File: src/rtl/ctrl_pkg.sv
// Shared definitions for the multi-cycle RV32I controller.
// Holds the FSM state type, opcode values, ALU operation codes,
// ALUOp codes, and datapath mux select encodings.
package ctrl_pkg;

    typedef enum logic [3:0] {
        S_FETCH    = 4'd0,
        S_DECODE   = 4'd1,
        S_MEMADR   = 4'd2,
        S_MEMREAD  = 4'd3,
        S_MEMWB    = 4'd4,
        S_MEMWRITE = 4'd5,
        S_EXECUTER = 4'd6,
        S_EXECUTEI = 4'd7,
        S_ALUWB    = 4'd8,
        S_BEQ      = 4'd9,
        S_JAL      = 4'd10
    } state_t;

    localparam logic [6:0] OP_LOAD   = 7'b0000011;
    localparam logic [6:0] OP_STORE  = 7'b0100011;
    localparam logic [6:0] OP_R      = 7'b0110011;
    localparam logic [6:0] OP_I      = 7'b0010011;
    localparam logic [6:0] OP_BRANCH = 7'b1100011;
    localparam logic [6:0] OP_JAL    = 7'b1101111;

    localparam logic [2:0] ALU_ADD = 3'b000;
    localparam logic [2:0] ALU_SUB = 3'b001;
    localparam logic [2:0] ALU_AND = 3'b010;
    localparam logic [2:0] ALU_OR  = 3'b011;
    localparam logic [2:0] ALU_SLT = 3'b101;

    localparam logic [1:0] ALUOP_ADD   = 2'b00;
    localparam logic [1:0] ALUOP_SUB   = 2'b01;
    localparam logic [1:0] ALUOP_FUNCT = 2'b10;

    localparam logic [1:0] SRCA_PC    = 2'b00;
    localparam logic [1:0] SRCA_OLDPC = 2'b01;
    localparam logic [1:0] SRCA_RD1   = 2'b10;

    localparam logic [1:0] SRCB_RD2  = 2'b00;
    localparam logic [1:0] SRCB_IMM  = 2'b01;
    localparam logic [1:0] SRCB_FOUR = 2'b10;

    localparam logic [1:0] RES_ALUOUT    = 2'b00;
    localparam logic [1:0] RES_DATA      = 2'b01;
    localparam logic [1:0] RES_ALURESULT = 2'b10;

endpackage

File: src/rtl/alu_decoder.sv
// Combinational ALU operation decoder.
// Ports: alu_op (ALUOp from FSM), funct3, op5 (Instr[5]), funct7_5 (Instr[30])
//        in; alu_control (ALU operation code) out.
module alu_decoder
    import ctrl_pkg::*;
(
    input  logic [1:0] alu_op,
    input  logic [2:0] funct3,
    input  logic       op5,
    input  logic       funct7_5,
    output logic [2:0] alu_control
);

    always_comb begin
        alu_control = ALU_ADD;
        case (alu_op)
            ALUOP_SUB: alu_control = ALU_SUB;
            ALUOP_FUNCT: begin
                case (funct3)
                    // Only R-type (op5=1) can encode sub; addi with imm[10] set stays add.
                    3'b000:  alu_control = (op5 & funct7_5) ? ALU_SUB : ALU_ADD;
                    3'b010:  alu_control = ALU_SLT;
                    3'b110:  alu_control = ALU_OR;
                    3'b111:  alu_control = ALU_AND;
                    default: alu_control = ALU_ADD;
                endcase
            end
            default: alu_control = ALU_ADD;
        endcase
    end

endmodule

File: src/rtl/multicycle_controller.sv
// Main control FSM for the multi-cycle RV32I core.
// Inputs: clk, rst (async active-high), op/funct3/funct7_5 from the IR,
//         Zero from the ALU, mem_ready memory handshake.
// Outputs: write enables (PCWrite, MemWrite, IRWrite, RegWrite), mux selects
//          (AdrSrc, ResultSrc, ALUSrcA, ALUSrcB, ImmSrc), ALUControl,
//          illegal/retire pulses and the retired-instruction count instret.
module multicycle_controller
    import ctrl_pkg::*;
#(
    parameter int CNT_WIDTH = 32
) (
    input  logic                 clk,
    input  logic                 rst,
    input  logic [6:0]           op,
    input  logic [2:0]           funct3,
    input  logic                 funct7_5,
    input  logic                 Zero,
    input  logic                 mem_ready,
    output logic                 PCWrite,
    output logic                 AdrSrc,
    output logic                 MemWrite,
    output logic                 IRWrite,
    output logic [1:0]           ResultSrc,
    output logic [1:0]           ALUSrcA,
    output logic [1:0]           ALUSrcB,
    output logic [2:0]           ALUControl,
    output logic [1:0]           ImmSrc,
    output logic                 RegWrite,
    output logic                 illegal,
    output logic                 retire,
    output logic [CNT_WIDTH-1:0] instret
);

    state_t     state;
    state_t     state_next;
    logic [1:0] alu_op;
    logic       pc_w, mem_w, ir_w, reg_w, ill, ret;

    always_ff @(posedge clk or posedge rst) begin
        if (rst) begin
            state   <= S_FETCH;
            instret <= '0;
        end else begin
            state <= state_next;
            if (retire) instret <= instret + {{(CNT_WIDTH-1){1'b0}}, 1'b1};
        end
    end

    always_comb begin
        state_next = state;
        pc_w       = 1'b0;
        mem_w      = 1'b0;
        ir_w       = 1'b0;
        reg_w      = 1'b0;
        ill        = 1'b0;
        ret        = 1'b0;
        AdrSrc     = 1'b0;
        ResultSrc  = RES_ALUOUT;
        ALUSrcA    = SRCA_PC;
        ALUSrcB    = SRCB_RD2;
        alu_op     = ALUOP_ADD;
        case (state)
            S_FETCH: begin
                ALUSrcB   = SRCB_FOUR;
                ResultSrc = RES_ALURESULT;
                ir_w      = mem_ready;
                pc_w      = mem_ready;
                if (mem_ready) state_next = S_DECODE;
            end
            S_DECODE: begin
                // Precompute OldPC+imm so BEQ/JAL find the target in ALUOut.
                ALUSrcA = SRCA_OLDPC;
                ALUSrcB = SRCB_IMM;
                case (op)
                    OP_LOAD, OP_STORE: state_next = S_MEMADR;
                    OP_R:              state_next = S_EXECUTER;
                    OP_I:              state_next = S_EXECUTEI;
                    OP_BRANCH:         state_next = S_BEQ;
                    OP_JAL:            state_next = S_JAL;
                    default: begin
                        ill        = 1'b1;
                        state_next = S_FETCH;
                    end
                endcase
            end
            S_MEMADR: begin
                ALUSrcA    = SRCA_RD1;
                ALUSrcB    = SRCB_IMM;
                state_next = op[5] ? S_MEMWRITE : S_MEMREAD;
            end
            S_MEMREAD: begin
                AdrSrc = 1'b1;
                if (mem_ready) state_next = S_MEMWB;
            end
            S_MEMWB: begin
                ResultSrc  = RES_DATA;
                reg_w      = 1'b1;
                ret        = 1'b1;
                state_next = S_FETCH;
            end
            S_MEMWRITE: begin
                AdrSrc = 1'b1;
                mem_w  = 1'b1;
                if (mem_ready) begin
                    ret        = 1'b1;
                    state_next = S_FETCH;
                end
            end
            S_EXECUTER: begin
                ALUSrcA    = SRCA_RD1;
                alu_op     = ALUOP_FUNCT;
                state_next = S_ALUWB;
            end
            S_EXECUTEI: begin
                ALUSrcA    = SRCA_RD1;
                ALUSrcB    = SRCB_IMM;
                alu_op     = ALUOP_FUNCT;
                state_next = S_ALUWB;
            end
            S_ALUWB: begin
                reg_w      = 1'b1;
                ret        = 1'b1;
                state_next = S_FETCH;
            end
            S_BEQ: begin
                ALUSrcA    = SRCA_RD1;
                alu_op     = ALUOP_SUB;
                pc_w       = Zero;
                ret        = 1'b1;
                state_next = S_FETCH;
            end
            S_JAL: begin
                // ALU forms OldPC+4 for the link write in ALUWB; PC takes ALUOut target.
                ALUSrcA    = SRCA_OLDPC;
                ALUSrcB    = SRCB_FOUR;
                pc_w       = 1'b1;
                state_next = S_ALUWB;
            end
            default: state_next = S_FETCH;
        endcase
    end

    // Gating with rst drops enables and pulses immediately, before any clock edge.
    assign PCWrite  = pc_w  & ~rst;
    assign MemWrite = mem_w & ~rst;
    assign IRWrite  = ir_w  & ~rst;
    assign RegWrite = reg_w & ~rst;
    assign illegal  = ill   & ~rst;
    assign retire   = ret   & ~rst;

    always_comb begin
        case (op)
            OP_STORE:  ImmSrc = 2'b01;
            OP_BRANCH: ImmSrc = 2'b10;
            OP_JAL:    ImmSrc = 2'b11;
            default:   ImmSrc = 2'b00;
        endcase
    end

    alu_decoder u_alu_decoder (
        .alu_op     (alu_op),
        .funct3     (funct3),
        .op5        (op[5]),
        .funct7_5   (funct7_5),
        .alu_control(ALUControl)
    );

endmodule

File: config.mk
export PLATFORM = sky130hd
export DESIGN_NAME = multicycle_controller
export DESIGN_NICKNAME = d
export VERILOG_FILES = /design/src/rtl/ctrl_pkg.sv /design/src/rtl/alu_decoder.sv /design/src/rtl/multicycle_controller.sv
export SDC_FILE = /design/constraint.sdc
export NUM_CORES = 1
export LEC_CHECK = 0
export BUFFER_PORTS_ARGS = -buffer_cell sky130_fd_sc_hd__buf_2
export CORE_MARGIN = 1
export CORE_UTILIZATION = 33
export CTS_CLUSTER_DIAMETER = 30
export CTS_CLUSTER_SIZE = 30
export DETAILED_ROUTE_END_ITERATION = 7
export GPL_TIMING_DRIVEN = 0
export PLACE_DENSITY = 0.57
export SLEW_MARGIN = 15
export SYNTH_ARGS = -nofsm -noshare
export SYNTH_HDL_FRONTEND = slang
export SYNTH_SLANG_ARGS = --single-unit
File: constraint.sdc
create_clock -name clk -period 1.6 [get_ports clk]
set_input_delay 0.08 -clock clk [delete_from_list [all_inputs] [get_ports clk]]
set_output_delay 0.08 -clock clk [all_outputs]
set_load 0.02 [all_outputs]
==> out/metrics.yaml, run 1 <==
power.total_mw: 4.403
reg2reg_depth: 7
clock_latency_ns: 0.29
start_kind: "register"
drtAntennaViolNets: 0
post-synth-top-area-cell: "dfrtp_1"
grt_start_max_net_pins: 37
avgSynthCellArea_um2: 8.942
post-route-period-util_pct: 114.7
vias: 2261
first_iter_violations: 105
die_area_mm2: 0.006802
place.gp.congestion: 0.7885
dp_hpwl_mm: 3.872
drc_errors: 0
p_per_area_mw_per_mm2: 1189
syn-instance-count: 239
syn_nets: 257
area_growth_pct: 73.24
yosys.cell_count.top_type: "dfrtp_1"
drt-pass1-iter-count: 4
antenna_found_initial: 0
critPathRequiredTime_ns: 1.52
overflow: 0
die_h_um: 82.48
grt_use_total_pct: 18.19
synth_cell_types: 44
cts-root-buf: "clkbuf_8"
fin_skew_ns: 0.009433
diodes: 0
cts_sinks: 36
report.final.hold_viol_count: 0
synth.area.top_cells: "dfrtp_1, xor2_1, nor2_1"
initial_core_util_pct: 35.06
violations: "negative setup slack"
layout_setup_ws_ns: -0.2350
core_mm2: 0.006096
netlist.area_leader.share_pct: 42.15
numPortBuffers: 64
cp_max_fo: 10
vdd.ir_drop.worst_mv: 1.260
slowest_delay_ns: 0.43
yosysWarnings: 0
ys.flop_type: "dfrtp_1"
drive_gt1_share_pct: 59.56
cp_cell_sequence: "buf_8 -> buf_6 -> nor2_4 -> inv_1 -> ha_4 -> nor3_2 -> buf_4"
r2r-end: "instret[26]"
path_buf_inv: 4
cp_top_family: "buffers and inverters"
grt_pass1_vias: 2022
synth_seq_cells: 36
cpMaxStageDelayCell: "dfrtp_1"
n_fill_cell: 529
boundaryPins: 65
nNetsFinal: 383
dpl_cell_area_mm2: 0.002645
drt-total-wl_mm: 6.582
setup-violations-final: 33
async_reset_ff_share_pct: 100.0
r2r_setup_slack_ns: -0.13
cts_tree: "yes"
fin_cells: 441
pre_cts_ws_ns: -0.3070
rsz0062_at_grt: "true"
route.detailed.wl_per_inst_um: 14.93
synth_common_cells: "dfrtp_1, nor2_1, nand2_1, xor2_1, nor3_1"
fin_area_mm2: 0.003702
die_width_um: 82.48
fmax_mhz: 545.0
finalSetupTns_ns: -2.656
min_path_type: "in2async"
r2r-start: "state[3]"
place_inst: 378
ctsHtreeMaxLevel: 2
rows: 28
cts_buffer_depth: 2
tightest_slew_ns: 0.7568
via_per_inst: 5.127
synth_area_mm2: 0.002137
p_leak_nw: 1.902
synth_edf_count: 0
cp_data_arrival_time_ns: 1.76
period_minus_slack_ns: 1.835
crit_type: "reg2out"
numCtsBuffers: 5
grt_pass1_wl_mm: 9.363
status: "finished with violations"
relSlewSlack_pct: 49.47
seq_area_frac_synth_pct: 42.15
slew_violations: 0
clk_pin_slew_worst_paths_ns: 0.08
worst_setup_path_end_kind: "output port"
maxCapViolCount: 0
what timing repair did:
item                       in CTS  in global routing
hold buffers                    0                  0
setup endpoints to repair      47                 42
cloned                          1                  1
gates resized for setup        70                 52
setup buffers                  18                 38
hold endpoints to repair        0                  0
pin swaps                      17                 23
cell usage in the layout (no fill, tap or decap), types with 3 or more instances in the layout:
| cell | count |
|---|---|
| buf_4 | 55 |
| buf_2 | 54 |
| xor2_1 | 23 |
| dfrtp_1 | 19 |
| nand2_1 | 18 |
| nor2_1 | 17 |
| dfrtp_2 | 17 |
| nand3_1 | 11 |
| xnor2_1 | 11 |
| buf_6 | 11 |
| nor3_2 | 10 |
| clkbuf_8 | 8 |
| inv_1 | 7 |
| nor2_4 | 5 |
| nand3_4 | 5 |
| nor2_2 | 5 |
| nor3_1 | 5 |
| nand2_4 | 4 |
| nor4_4 | 4 |
| nand4_1 | 4 |
| nor3_4 | 4 |
| a21oi_1 | 4 |
| o21ai_0 | 4 |
| nand2b_4 | 3 |
| inv_2 | 3 |
sequential cells by signal, indices dropped and copies added, names as in the netlist:
signal	count
instret	32
state	4
cell families (layout without fill, tap and decap cells):
logic type	after synthesis	count (layout)	synth area share, %
buf+inv	18	144	3.220
compound gates	24	24	7.728
mux	1	1	0.5269
flops	36	36	42.15
xor+xnor	34	34	13.93
simple gates	123	124	30.68
fa+ha+maj	3	3	1.757
worst max-delay path by stage:
stage | cells past startpoint | startpoint | slack (ns) | endpoint
finish | 7 | state[3] | -0.24 | ALUControl[1]
global route | 7 | state[3] | -0.31 | ALUControl[1]
CTS | 9 | state[1] | -0.24 | ALUControl[0]
detailed placement | 5 | state[0] | -0.31 | instret[12]
global placement | 8 | state[1] | -0.31 | ALUControl[1]
floorplan | 6 | instret[18] | -0.13 | instret[25]
metrics by stage:
stage          hold WS (ns)  utilization [%]
3_5_place_dp         0.3455            43.39
2_1_floorplan        0.2110                -
4_1_cts             0.06526            52.71
5_1_grt              0.1234            60.73
3_3_place_gp         0.4340            43.39
6_report            0.04773            60.73
routing by layer:
layer | wire (µm) | global-route usage [%]
met2 | 3474 | 32.15
met4 | 65 | 5.088
met5 | 0 | 0
met3 | 312 | 3.956
met1 | 2729 | 22.06
cell type report:
type	instances	area, µm²	area share, %
Buffer	7	97.59	2.636
Clock buffer	6	82.58	2.230
Clock inverter	2	10.01	0.2704
Inverter	10	37.54	1.014
Multi-Input combinational cell	186	1647	44.47
Sequential cell	36	922.1	24.91
Tap cell	75	93.84	2.535
Timing Repair Buffer	119	812.0	21.93
report_power, final:
group	switching [mW]	internal, mW
clock network	0.335	0.344
registers	0.138	1.01
logic	1.30	1.28
total	1.77	2.63
No activity file was read; power rests on OpenSTA's default activity.
==> run 2: changes to the inputs <==
CELL_PAD_IN_SITES_DETAIL_PLACEMENT = 0   (was default)
CELL_PAD_IN_SITES_GLOBAL_PLACEMENT = 1   (was default)
PLACE_DENSITY = 0.74   (was 0.57)
==> run 2 against run 1 <==
Against the previous run: the run still ends with negative setup slack left; worst setup slack got worse by 0.0010 ns; critical path depth did not move; global-route usage rose by 0.49 points; non-clock buffer count rose by 1; core utilization rose by 0.64 points; routed wire length rose by 0.82%; sequential power barely moved; first-iteration DRC count fell by 18%; count of clock-buffer cells in the layout did not move; clock power rose by 18%; worst hold slack got worse by 0.024 ns; sequential cell count did not move.
==> out/metrics.yaml, run 2 (synthesized netlist as in run 1, its figures left out) <==
largest_reg_flops: 32  # unchanged
clk_pin_slew_worst_paths_ns: 0.07  # about the same
cp_cell_sequence: "buf_4 -> nand4bb_4 -> nor4_4 -> nand3_2 -> buf_6 -> nor2_2 -> xor2_1"
fmax_mhz: 544.7  # about the same
slowest_delay_ns: 0.39  # -0.04 ns
maxCapViolCount: 0  # unchanged
critPathRequiredTime_ns: 1.81  # +0.29 ns
tightest_slew_ns: 0.7468  # -0.01004 ns
layout_common_cells: "buf_2, buf_4, xor2_1"
rsz0062_at_grt: "true"
regMostFlops: "instret"
diodes: 0  # unchanged
die_h_um: 82.48  # unchanged
min_path_type: "in2async"
cts_tree: "yes"
fin_cells: 442  # +0.23%
area_growth_pct: 75.06
drc_errors: 0  # unchanged
place.gp.congestion: 0.7642  # -3.1%
relSlewSlack_pct: 50.14  # +0.67 points
core_mm2: 0.006096  # unchanged
setup-violations-final: 17  # -48%
cp_max_fo: 4  # -6
initial_core_util_pct: 35.06  # unchanged
layout_setup_ws_ns: -0.2360  # -0.001009 ns
p_leak_nw: 1.896  # -0.31%
vdd.ir_drop.worst_mv: 1.137  # -9.8%
cts-root-buf: "clkbuf_8"
crit_type: "reg2reg"
cts_buffer_depth: 2  # unchanged
ctsHtreeMaxLevel: 2  # unchanged
utilization_pct: 61.37  # +0.64 points
nNetsFinal: 384  # +0.26%
report.final.hold_viol_count: 0  # unchanged
dp_hpwl_mm: 3.850  # -0.58%
overflow: 0  # unchanged
die_area_mm2: 0.006802  # unchanged
grt_pass1_vias: 1953  # -3.4%
vias: 2258  # -0.13%
violations: "negative setup slack"
antenna_found_initial: 0  # unchanged
cpMaxStageDelayCell: "dfrtp_1"
clock_latency_ns: 0.29  # about the same
drt-total-wl_mm: 6.636  # +0.82%
grt_use_total_pct: 18.68  # +0.49 points
drive_gt1_share_pct: 61.58  # +2.0 points
reg_top3: "instret: 32 flops, state: 4 flops"
post-route-period-util_pct: 114.8  # about the same
place_inst: 378  # unchanged
r2r-end: "instret[19]"
first_iter_violations: 86  # -18%
status: "finished with violations"
cts_sinks: 36  # unchanged
start_kind: "register"
grt_pass1_wl_mm: 9.549  # +2.0%
final_common_cell: "buf_2"
drt-pass1-iter-count: 4  # unchanged
die_width_um: 82.48  # unchanged
r2r_setup_slack_ns: -0.24  # -0.11 ns
fin_skew_ns: 0.004297  # -0.005136 ns
worst_setup_path_end_kind: "register"
slew_violations: 0  # unchanged
via_per_inst: 5.109  # -0.36%
numCtsBuffers: 5  # unchanged
reg2reg_depth: 7  # unchanged
p_per_area_mw_per_mm2: 1184  # -0.43%
numPortBuffers: 64  # unchanged
drtAntennaViolNets: 0  # unchanged
boundaryPins: 65  # unchanged
r2r-start: "state[1]"
rows: 28  # unchanged
grt_start_max_net_pins: 37  # unchanged
cp_data_arrival_time_ns: 2.05  # +0.29 ns
period_minus_slack_ns: 1.836  # +0.001009 ns
route.detailed.wl_per_inst_um: 15.01  # +0.59%
-- run 2: cell types whose count changed in the layout (fill, tap and decap cells not counted), moves of 2 or more --
| cell | delta |
|---|---|
| nor2b_2 | -2 |
| nand2_4 | -3 |
| nor2_1 | -3 |
| clkbuf_4 | +2 |
| nor2_4 | +3 |
| nand2_2 | +4 |
| buf_2 | +2 |
| buf_4 | -4 |
| nor2b_4 | +2 |
-- run 2: worst max-delay path by stage --
stage                start            end  slack, ns  depth (start not counted)
5_1_grt           state[1]  ALUControl[0]      -0.32                          9
4_1_cts           state[1]  ALUControl[0]      -0.26                          9
3_3_place_gp      state[1]  ALUControl[1]      -0.34                          8
2_1_floorplan  instret[18]    instret[25]      -0.13                          6
3_5_place_dp      state[1]  ALUControl[1]      -0.32                          8
6_report          state[1]    instret[19]      -0.24                          7
-- run 2: area by class of cell --
type / count / area [µm²]
repair buffers: 120 / 829.5
inverters: 10 / 37.54
well taps: 75 / 93.84
multi-input cells: 186 / 1674
clock inverters: 2 / 35.03
fillers: 497 / 2355
flip-flops and latches: 36 / 922.1
clock buffers: 6 / 72.57
plain buffers: 7 / 76.32
-- run 2: power breakdown --
group | internal (mW) | total (mW) | leakage (nW) | switching, mW
registers | 1.00 | 1.12 | 0.462 | 0.118
logic | 1.23 | 2.51 | 1.38 | 1.29
clock network | 0.463 | 0.798 | 0.0552 | 0.335
total | 2.69 | 4.43 | 1.90 | 1.74
-- run 2: per-layer routing --
layer	routed length [µm]	track usage (%)
met3	274	3.187
met5	0	0
met4	144	4.211
met1	2761	23.37
met2	3456	33.31
-- run 2: worst max-delay path, delay by kind of cell (launching register included) --
kind          cells  cell delay, ns
simple gates      4            0.89
flops             1            0.39
buf+inv           2            0.33
xor+xnor          1            0.15
-- run 2: repair_timing --
item,CTS,global route
hold buffers,0,0
resized for setup,82,47
cloned,1,0
pin swaps,22,31
setup buffers,31,25
endpoints found under the setup margin,45,40
-- run 2: stage by stage --
step | setup TNS [ns] | setup WS (ns) | hold WS, ns | total power, mW | cell area [µm²]
after floorplan | -0.4383 | -0.1273 | 0.2110 | 2.089 | 2231
after global routing | -3.647 | -0.3167 | 0.1088 | 4.661 | 3741
after CTS | -1.040 | -0.2566 | 0.06366 | 4.131 | 3359
after detailed placement | -5.825 | -0.3194 | 0.3426 | 2.490 | 2645
after global placement | -5.759 | -0.3380 | 0.4359 | 2.489 | 2645
final | -1.702 | -0.2360 | 0.02384 | 4.430 | 3741
==> run 3: changes to the inputs <==
==> constraint.sdc (replaced) <==
create_clock -name clk -period 1.6 [get_ports clk]
set_input_delay 0.16 -clock clk [delete_from_list [all_inputs] [get_ports clk]]
set_output_delay 0.16 -clock clk [all_outputs]
set_load 0.02 [all_outputs]
==> run 3 against run 2 <==
Against the previous run: non-clock buffer count decreased by 5; first-iteration DRC count decreased by 10%; highest routed layer unchanged; via count decreased by 1.0%; critical path depth increased by 2; the run still ends with negative setup slack left; register-to-register slack got worse by 0.09 ns; sequential power about the same; sequential cell count unchanged; global-route usage increased by 0.45 points; core utilization increased by 1.4 points.
==> out/metrics.yaml, run 3 (synthesized netlist as in run 1, its figures left out) <==
die_width_um: 82.48  # unchanged
boundaryPins: 65  # unchanged
reg_top3: "instret: 32 flops, state: 4 flops"
setup-violations-final: 49  # +32
fin_skew_ns: 0.008127  # +0.003831 ns
cts_tree: "yes"
rsz0062_at_grt: "true"
period_minus_slack_ns: 1.938  # +0.1020 ns
seqCellArea_um2: 922.1  # unchanged
drive_gt1_share_pct: 62.60  # +1.0 points
place.gp.congestion: 0.8175  # +7.0%
path_buf_inv: 2  # unchanged
postCtsHoldBufs: 0  # unchanged
power.total_mw: 4.613  # +4.1%
p_per_area_mw_per_mm2: 1205  # +1.8%
tightest_slew_ns: 0.7736  # +0.02680 ns
cts_buffer_depth: 2  # unchanged
drc_errors: 0  # unchanged
clk_pin_slew_worst_paths_ns: 0.06  # about the same
antenna_found_initial: 0  # unchanged
route.detailed.wl_per_inst_um: 15.00  # about the same
dp_hpwl_mm: 3.853  # about the same
rows: 28  # unchanged
fmax_mhz: 516.0  # -5.3%
violations: "negative setup slack"
slowest_delay_ns: 0.40  # about the same
nNetsFinal: 378  # -1.6%
multi_input_area_mm2: 0.001743  # +4.1%
overflow: 0  # unchanged
n_fill_cell: 495  # -0.40%
first_iter_violations: 77  # -10%
place_inst: 378  # unchanged
p_leak_nw: 1.983  # +4.6%
diodes: 0  # unchanged
maxCapViolCount: 0  # unchanged
cp_cell_sequence: "clkbuf_8 -> nand2b_4 -> nor2_4 -> nand2_4 -> ha_4 -> nor3b_4 -> nor2_2 -> nor2_4 -> buf_6"
slew_violations: 0  # unchanged
largest_reg_flops: 32  # unchanged
grt_pass1_vias: 2037  # +4.3%
via_per_inst: 5.126  # +0.34%
drtAntennaViolNets: 0  # unchanged
drt-total-wl_mm: 6.542  # -1.4%
final_common_cell: "buf_2"
post-route-period-util_pct: 121.1  # +6.4 points
cts_sinks: 36  # unchanged
utilization_pct: 62.79  # +1.4 points
report.final.hold_viol_count: 0  # unchanged
grt_use_total_pct: 19.14  # +0.45 points
layout_setup_ws_ns: -0.3380  # -0.1020 ns
cts-root-buf: "clkbuf_8"
clock_latency_ns: 0.29  # about the same
relSlewSlack_pct: 48.35  # -1.8 points
crit_path_frequent_cell: "nor2_4"
cp_top_family: "simple AND/OR/NAND/NOR gates"
status: "finished with violations"
cp.depth: 9  # +2
pre_cts_ws_ns: -0.3211  # -0.001760 ns
vdd.ir_drop.worst_mv: 1.230  # +8.2%
critPathRequiredTime_ns: 1.44  # -0.37 ns
min_path_type: "in2async"
drt-pass1-iter-count: 4  # unchanged
ctsHtreeMaxLevel: 2  # unchanged
reg2reg_depth: 9  # +2
die_area_mm2: 0.006802  # unchanged
whs_ns: 0.1417  # +0.1178 ns
regMostFlops: "instret"
cp_data_arrival_time_ns: 1.78  # -0.27 ns
layout_common_cells: "buf_2, buf_4, xor2_1"
worst_setup_path_end_kind: "output port"
die_h_um: 82.48  # unchanged
core_mm2: 0.006096  # unchanged
vias: 2235  # -1.0%
cp_max_fo: 3  # -1
start_kind: "register"
fin_cells: 436  # -1.4%
area_growth_pct: 79.10
grt_pass1_wl_mm: 9.777  # +2.4%
numCtsBuffers: 5  # unchanged
numPortBuffers: 64  # unchanged
grt_start_max_net_pins: 37  # unchanged
initial_core_util_pct: 35.06  # unchanged
crit_type: "reg2out"
cpMaxStageDelayCell: "dfrtp_1"
## run 3: cell count changes in the layout (fill, tap and decap cells not counted), sizes merged
| cell | change |
|---|---|
| buf | -6 |
| clkbuf | +2 |
| bufinv | -1 |
| nand4 | -1 |
## run 3: power by group
group / total (mW) / switching (mW) / leakage [nW] / internal [mW]
Clock: 0.611 / 0.306 / 0.0422 / 0.305
Combinational: 2.88 / 1.42 / 1.48 / 1.46
Sequential: 1.12 / 0.116 / 0.462 / 1.01
Total: 4.61 / 1.84 / 1.98 / 2.77
## run 3: through the flow
step                instance area, µm²  TNS (ns)
global route                      3827    -12.77
detailed placement                2640    -4.986
global placement                  2640    -6.019
floorplan                         2226   -0.6094
finish                            3827    -9.177
CTS                               3461    -4.916
## run 3: path summary, 6_finish.rpt
check / from / end / slack [ns]
max in group asynchronous: rst / instret[4] / 0.91
setup / recovery: state[1] / ALUControl[0] / -0.34
hold reg to reg: instret[31] / instret[31] / 0.47
hold / removal: rst / state[1] / 0.14
setup reg to reg: state[1] / instret[17] / -0.33
min in group clk: mem_ready / state[0] / 0.32
## run 3: repair_timing
item / 4_1_cts / 5_1_grt
resized for setup: 105 / 58
gates cloned: 0 / 1
pin swaps: 29 / 38
setup endpoints to repair: 42 / 47
setup buffers: 37 / 14
## run 3: per-layer routing
| layer | vias to the layer above | track usage, % | part of all wire [%] |
|---|---|---|---|
| li1 | 1074 | - | - |
| met1 | 1088 | 22.72 | 41 |
| met2 | 57 | 34.38 | 53 |
| met3 | 16 | 3.516 | 4.2 |
| met4 | 0 | 6.491 | 2.0 |
| met5 | - | 0 | 0 |
## run 3: layout make-up
| cell class | instances | area share (%) |
|---|---|---|
| Buffer | 7 | 3.302 |
| Clock inverter | 1 | 0.1308 |
| Multi-Input combinational cell | 185 | 45.54 |
| Sequential cell | 36 | 24.09 |
| Clock buffer | 7 | 1.994 |
| Tap cell | 75 | 2.452 |
| Timing Repair Buffer | 115 | 21.51 |
| Inverter | 10 | 0.9807 |
